[config.mk]
export PLATFORM = sky130hd
export DESIGN_NAME = avalon_streaming_packer
export DESIGN_NICKNAME = d
export VERILOG_FILES = /design/src/rtl/avalon_streaming_packer.sv
export SDC_FILE = /design/constraint.sdc
export NUM_CORES = 1
export LEC_CHECK = 0
export ABC_CLOCK_PERIOD_IN_PS = 2400
export CORE_MARGIN = 2
export CORE_UTILIZATION = 60
export CTS_BUF_LIST = sky130_fd_sc_hd__clkbuf_4
export DETAILED_ROUTE_END_ITERATION = 8
export DONT_BUFFER_PORTS = 1
export PLACE_DENSITY_LB_ADDON = 0.25
export SETUP_SLACK_MARGIN = 0.05
export SYNTH_ARGS = -nofsm -noshare
export SYNTH_HDL_FRONTEND = slang
export SYNTH_SLANG_ARGS = --single-unit
[constraint.sdc]
create_clock -name clk -period 2.4 [get_ports clk]
set_input_delay 0.36 -clock clk [delete_from_list [all_inputs] [get_ports clk]]
set_output_delay 0.36 -clock clk [all_outputs]
set_load 0.01 [all_outputs]
[src/rtl/avalon_streaming_packer.sv]
// Packs consecutive bytes of an 8-bit Avalon-ST stream into little-endian words.
// A flush emits the partial word, and aso_empty reports how many upper lanes are unused.
module avalon_streaming_packer #(
   parameter  int unsigned BYTES_PER_WORD = 4,
   localparam int unsigned EMPTY_W        = $clog2(BYTES_PER_WORD),
   localparam int unsigned DATA_W         = 8 * BYTES_PER_WORD
) (
   input  logic               clk,
   input  logic               reset,
   input  logic               asi_valid,
   input  logic [7:0]         asi_data,
   output logic               asi_ready,
   output logic               aso_valid,
   output logic [DATA_W-1:0]  aso_data,
   output logic [EMPTY_W-1:0] aso_empty,
   input  logic               aso_ready,
   input  logic               flush,
   output logic               flush_ack,
   output logic [15:0]        word_count
);

   localparam int unsigned         ACC_W = 8 * (BYTES_PER_WORD - 1);
   localparam logic [EMPTY_W-1:0]  LAST  = EMPTY_W'(BYTES_PER_WORD - 1);

   logic [ACC_W-1:0]   acc_q,   acc_d;
   logic [EMPTY_W-1:0] cnt_q,   cnt_d;
   logic               valid_q, valid_d;
   logic [DATA_W-1:0]  data_q,  data_d;
   logic [EMPTY_W-1:0] empty_q, empty_d;
   logic               ack_q,   ack_d;
   logic [15:0]        wc_q,    wc_d;
   logic               out_free;
   logic               accept;

   // Last byte of a word needs a free holding register, so gate it on the held word alone.
   assign asi_ready = ~flush & ~((cnt_q == LAST) & valid_q);
   assign out_free  = ~valid_q | aso_ready;
   assign accept    = asi_valid & asi_ready;

   always_comb begin
      acc_d   = acc_q;
      cnt_d   = cnt_q;
      valid_d = valid_q & ~aso_ready;
      data_d  = data_q;
      empty_d = empty_q;
      ack_d   = 1'b0;
      wc_d    = wc_q;
      if (accept) begin
         if (cnt_q == LAST) begin
            data_d  = {asi_data, acc_q};
            empty_d = '0;
            valid_d = 1'b1;
            cnt_d   = '0;
            acc_d   = '0;
            wc_d    = wc_q + 16'd1;
         end else begin
            acc_d[8*int'(cnt_q) +: 8] = asi_data;
            cnt_d                     = cnt_q + EMPTY_W'(1);
         end
      end else if (flush) begin
         if (cnt_q == '0) begin
            ack_d = 1'b1;
         end else if (out_free) begin
            // Lanes at or above cnt are always zero in acc, so zero-extension pads the word.
            data_d  = DATA_W'(acc_q);
            empty_d = EMPTY_W'(BYTES_PER_WORD - int'(cnt_q));
            valid_d = 1'b1;
            cnt_d   = '0;
            acc_d   = '0;
            wc_d    = wc_q + 16'd1;
            ack_d   = 1'b1;
         end
      end
   end

   always_ff @(posedge clk or negedge reset) begin
      if (!reset) begin
         acc_q   <= '0;
         cnt_q   <= '0;
         valid_q <= 1'b0;
         data_q  <= '0;
         empty_q <= '0;
         ack_q   <= 1'b0;
         wc_q    <= '0;
      end else begin
         acc_q   <= acc_d;
         cnt_q   <= cnt_d;
         valid_q <= valid_d;
         data_q  <= data_d;
         empty_q <= empty_d;
         ack_q   <= ack_d;
         wc_q    <= wc_d;
      end
   end

   assign aso_valid  = valid_q;
   assign aso_data   = data_q;
   assign aso_empty  = empty_q;
   assign flush_ack  = ack_q;
   assign word_count = wc_q;

endmodule

== After elaboration in Yosys (flattened, before gate mapping) ==
Index checks and enable logic that the tools add are counted.
Operators by class
  $add $sub $neg: 4
  $mul: 0
  div/mod/pow operators: 0
  magnitude comparators: 0
  eq/ne operators: 3
  shift operators: 2
  muxes and demuxes: 35
  bitwise gates (word level): 9
  reduce and logical (&&, ||, !) cells: 5
Operators with widths (count)
  32-bit two-way mux: 5
  24-bit two-way mux: 5
  16-bit two-way mux: 5
  5-bit negation with 33-bit output: 1
  8-bit by 33-bit variable shift with 24-bit output, first input constant: 1
  8-bit by 33-bit indexed part select with 24-bit output: 1
  24-bit bitwise mux: 1
  2-bit two-way mux: 10
  16-bit by 1-bit adder with 16-bit output, second input constant: 1
  1-bit two-way mux: 9
  1-bit bitwise AND: 4
  1-bit inverter: 4
  4-bit AND reduction: 1
  2-bit nonzero test: 2
  3-bit AND reduction: 1
  2-bit by 1-bit adder with 2-bit output, second input constant: 1
  2-bit == test, second input constant: 1
  2-bit zero test: 1
  2-bit by 1-bit inequality test with 1-bit output, second input constant: 1
  2-bit inequality test, second input constant: 1
  1-bit by 2-bit subtractor with 2-bit output, first input constant: 1
  1-bit OR: 1
Storage, ports and cells
  register bits: 78
  latch bits: 0
  bits in writable memories: 0
  ROM bits: 0
  input bits: 13
  memories kept: 0

== Logic depth before layout (Yosys ltp) ==
  depth after elaboration: 7
  mapped depth: 8

== Least setup slack after synthesis ==
No wires, ideal clock.
  kind: reg2reg
  from: reg cnt_q[0]
  to: reg data_q[19] (netlist: aso_data[19])
  library setup time: 0.125 ns
  arrival time: 1.790 ns
  setup slack: 0.486 ns
  cell stages (with the launch flop): 8
  period minus slack after synthesis: 1.914 ns
  cell sequence: dfrtp_1 -> inv_1 -> ha_1 -> nand2b_1 -> o21a_1 -> buf_4 -> buf_2 -> mux2_2
On the way
  word-level cells in the longest chain between the ends: 7
  elaborated cells between the ends (all ways): 12
  classes of those cells: eq/ne: 3; mux: 1; bitwise: 4; reduce/logical: 4
RTL lines
  start: declaration: line 26  | logic [EMPTY_W-1:0] cnt_q, cnt_d;
  start signal: assignment: line 87  | cnt_q <= cnt_d;
  2-bit == test: line 36, 49
  1-bit bitwise AND: line 36  | assign asi_ready = ~flush & ~((cnt_q == LAST) & valid_q);
  1-bit inverter: line 36
  1-bit bitwise AND: line 36
  1-bit bitwise AND: line 38  | assign accept = asi_valid & asi_ready;
  2-bit by 1-bit inequality test with 1-bit output (no line), or another cell as far along
  4-bit AND reduction (no line)
  end signal: assignment: line 89  | data_q <= data_d;
  end: declaration: line 28  | logic [DATA_W-1:0] data_q, data_d;
Several ways; a longest one is shown, not always the timed one.
A chain may end at the register's enable or synchronous reset.

== Worst setup path after layout ==
  from: reg cnt_q[0]
  to: reg wc_q[15] (netlist: word_count[15])
On the way
  word-level cells in the longest chain between the ends: 7
  elaborated cells between the ends (all ways): 12
  classes of those cells: eq/ne: 3; mux: 1; bitwise: 4; reduce/logical: 4
RTL lines
  2-bit == test: line 36, 49
  1-bit bitwise AND: line 36
  1-bit inverter: line 36
  1-bit bitwise AND: line 36
  1-bit bitwise AND: line 38
  2-bit by 1-bit inequality test with 1-bit output (no line), or another cell as far along
  4-bit AND reduction (no line)
  end signal: assignment: line 92  | wc_q <= wc_d;
  end: declaration: line 31  | logic [15:0] wc_q, wc_d;
Several ways; a longest one is shown, not always the timed one.

==> results.cfg <==
[yosys]
synth_area_um2 = 3230
synth.distinct_cells = 36
synth_top_cell_by_area = dfrtp_1
ys_seq_area_share_pct = 60.4
yosysWarnings = 0
syn_avg_cell_area_um2 = 13.1
ys_seq_elements = 78
synth_area_leaders = dfrtp_1 60%, mux2_2 8.7%, a22o_1 6.5%, xor2_1 3.5%, nand2_1 2.9%
syn_inst = 246
synth_top_area_share_pct = 60.4
syn_nets = 265

[cts]
worstSkewPairLatency_ns = 0.41
ctsResizeCount = 0
clock-sinks = 78
cts_buffer_depth = 2
clk_pin_slew_ns = 0.12
clock-root-buffer = clkbuf_4
cts_buffers = 9
cts_tree = built
ctsHtreeMaxLevel = 3

[grt]
grt_pass1_wl_um = 10500
antenna_found_initial = 0
track_usage_pct = 23.0
grt_max_degree = 79
overflow = 0
grt_pass1_vias = 2000

[final_layout]
final_cell_mix = 78 x dfrtp_1, 25 x mux2_2, 25 x nand2_1
area.growth.synth_to_final_pct = 8.17
nets = 274
drive_above_1_share_pct = 20.4
num_antenna_cells = 0
instances_no_fill = 330
final_common_cell = dfrtp_1
final.fill_count = 389
fin_area_um2 = 3500

[die]
die_h_um = 77.4
io_pins = 66
rows = 26
die-area_um2 = 5990
die_x_um = 77.4
core-area_um2 = 5140
start_util_pct = 62.9

[detailed_routing]
via_per_inst = 5.95
drtIter0Drc = 82
wire_per_inst_um = 19.6
num_vias = 1965
routed_wirelength_um = 6460
drtPass1Iterations = 5
drc_errors = 0
ant_nets = 0

[timing]
period_share_pct = 89.3
period_minus_slack_ns = 2.14
finalMaxSlewViolations = 0
fmax_ghz = 0.467
tns_ns = 0
hold_viol_final = 0
maxSlewHeadroom_pct = 46.2
hold_slack_ns = 0.0669
fin_skew_ns = 0.0102
setup_violations = 0
rsz0062_at_grt = no
worst_pin_slew_ns = 0.796

[placed_design]
numPortBuffers = 0
globalplace.congestion = 0.767
dp_hpwl_um = 4370
place_area_um2 = 3310
place_inst = 312

[run]
cap_violations = 0

[power_and_ir_drop]
power_density_nw_per_um2 = 996
total_power_uw = 3480
irDropWorstVdd_uv = 698
power.leakage_uw = 0.00166

[critical_path]
cp.arrival_ns = 2.47
path_class = reg -> reg
critPathRequiredTime_ns = 2.73
cp-start-kind = flop
r2r_cells = 7
crit_fanout = 18
end_kind = flop

[min_path]
whs_path_depth = 2
hold_class = in -> reg

[status]
outcome = finished, final reports clean
area by class of cell:
| cell class | instances | area, um2 | share of cell area [%] |
|---|---|---|---|
| inverter | 2 | 7.51 | 0.215 |
| timing repair buffer | 8 | 82.6 | 2.36 |
| tap | 70 | 87.6 | 2.51 |
| sequential | 78 | 1950 | 55.8 |
| clock buffer | 10 | 75.1 | 2.15 |
| multi-input combinational | 156 | 1210 | 34.8 |
| clock inverter | 6 | 76.3 | 2.18 |
timing repair:
item | 4_1_cts | 5_1_grt
buffers inserted | 0 | 0
endpoints found under the hold margin | 78 | 0
hold buffers | 2 | 0
metal layers:
| metal | track usage, % | wire length (um) | vias to the layer above |
|---|---|---|---|
| met1 | 30.8 | 2780 | 977 |
| li1 | - | - | 900 |
| met3 | 8.72 | 553 | 15 |
| met4 | 8.57 | 133 | 0 |
| met2 | 34.3 | 3000 | 73 |
| met5 | 0 | 0 | - |
state kept, by name, summed over array words and instances (netlist names):
register and flops:
aso_valid 1, flush_ack 1, cnt_q 2, acc_q 24
aso_data 32, word_count 16, aso_empty 2
synthesized netlist by cell type, drive strengths merged:
library cell	instances
dfrtp	78
mux2	25
nand2	25
a22o	24
xor2	13
o21ai	9
a21oi	8
buf	7
nand3	7
nor2	7
ha	6
nor4	4
and4	3
clkbuf	3
nor3	3
nor4b	3
inv	2
nand2b	2
nand4	2
nor2b	2
o21a	2
xnor2	2
a311oi	1
and2	1
and3	1
nand4bb	1
nor3b	1
nor4bb	1
o21bai	1
or2	1
or3b	1
path summary, 6_finish.rpt:
| check | start | to | slack [ns] |
|---|---|---|---|
| setup / recovery | cnt_q[0] | word_count[15] | 0.26 |
| hold / removal | asi_data[7] | aso_data[31] | 0.07 |
| setup reg to reg | cnt_q[0] | word_count[15] | 0.26 |
| hold reg to reg | acc_q[15] | acc_q[15] | 0.51 |
| max in group asynchronous | reset | acc_q[13] | 1.59 |
| min in group asynchronous | reset | word_count[14] | 0.52 |
critical path, stage by stage, from the launching register on:
cell and delay [ns]:
dfrtp_1 0.51, inv_1 0.15, ha_1 0.26, nand2b_1 0.20, o21a_1 0.21, buf_4 0.20, nor4_1 0.35, xor2_1 0.18
where the power goes:
part | internal [uW] | switching [uW]
Clock | 423 | 426
Sequential | 1550 | 335
Combinational | 342 | 407
Total | 2310 | 1170
logic make-up (layout without fill, tap and decap cells):
| group | count (synthesis) | in the layout | synth area share (%) |
|---|---|---|---|
| AOI/OAI and AO/OA | 45 | 45 | 11.0 |
| and+or+nand+nor | 65 | 65 | 11.5 |
| muxes | 25 | 25 | 8.71 |
| buffers and inverters | 12 | 26 | 2.01 |
| DFF | 78 | 78 | 60.4 |
| xor gates and xnor gates | 15 | 15 | 4.07 |
| adders and majority gates | 6 | 6 | 2.32 |
through the flow:
step / utilization, % / setup slack, ns
floorplan: - / 0.486
global placement: 64.3 / 0.370
detailed placement: 64.3 / 0.281
CTS: 68.0 / 0.250
global route: 68.0 / 0.0956
finish: 68.0 / 0.258
No activity file was read; power rests on OpenSTA's default activity.
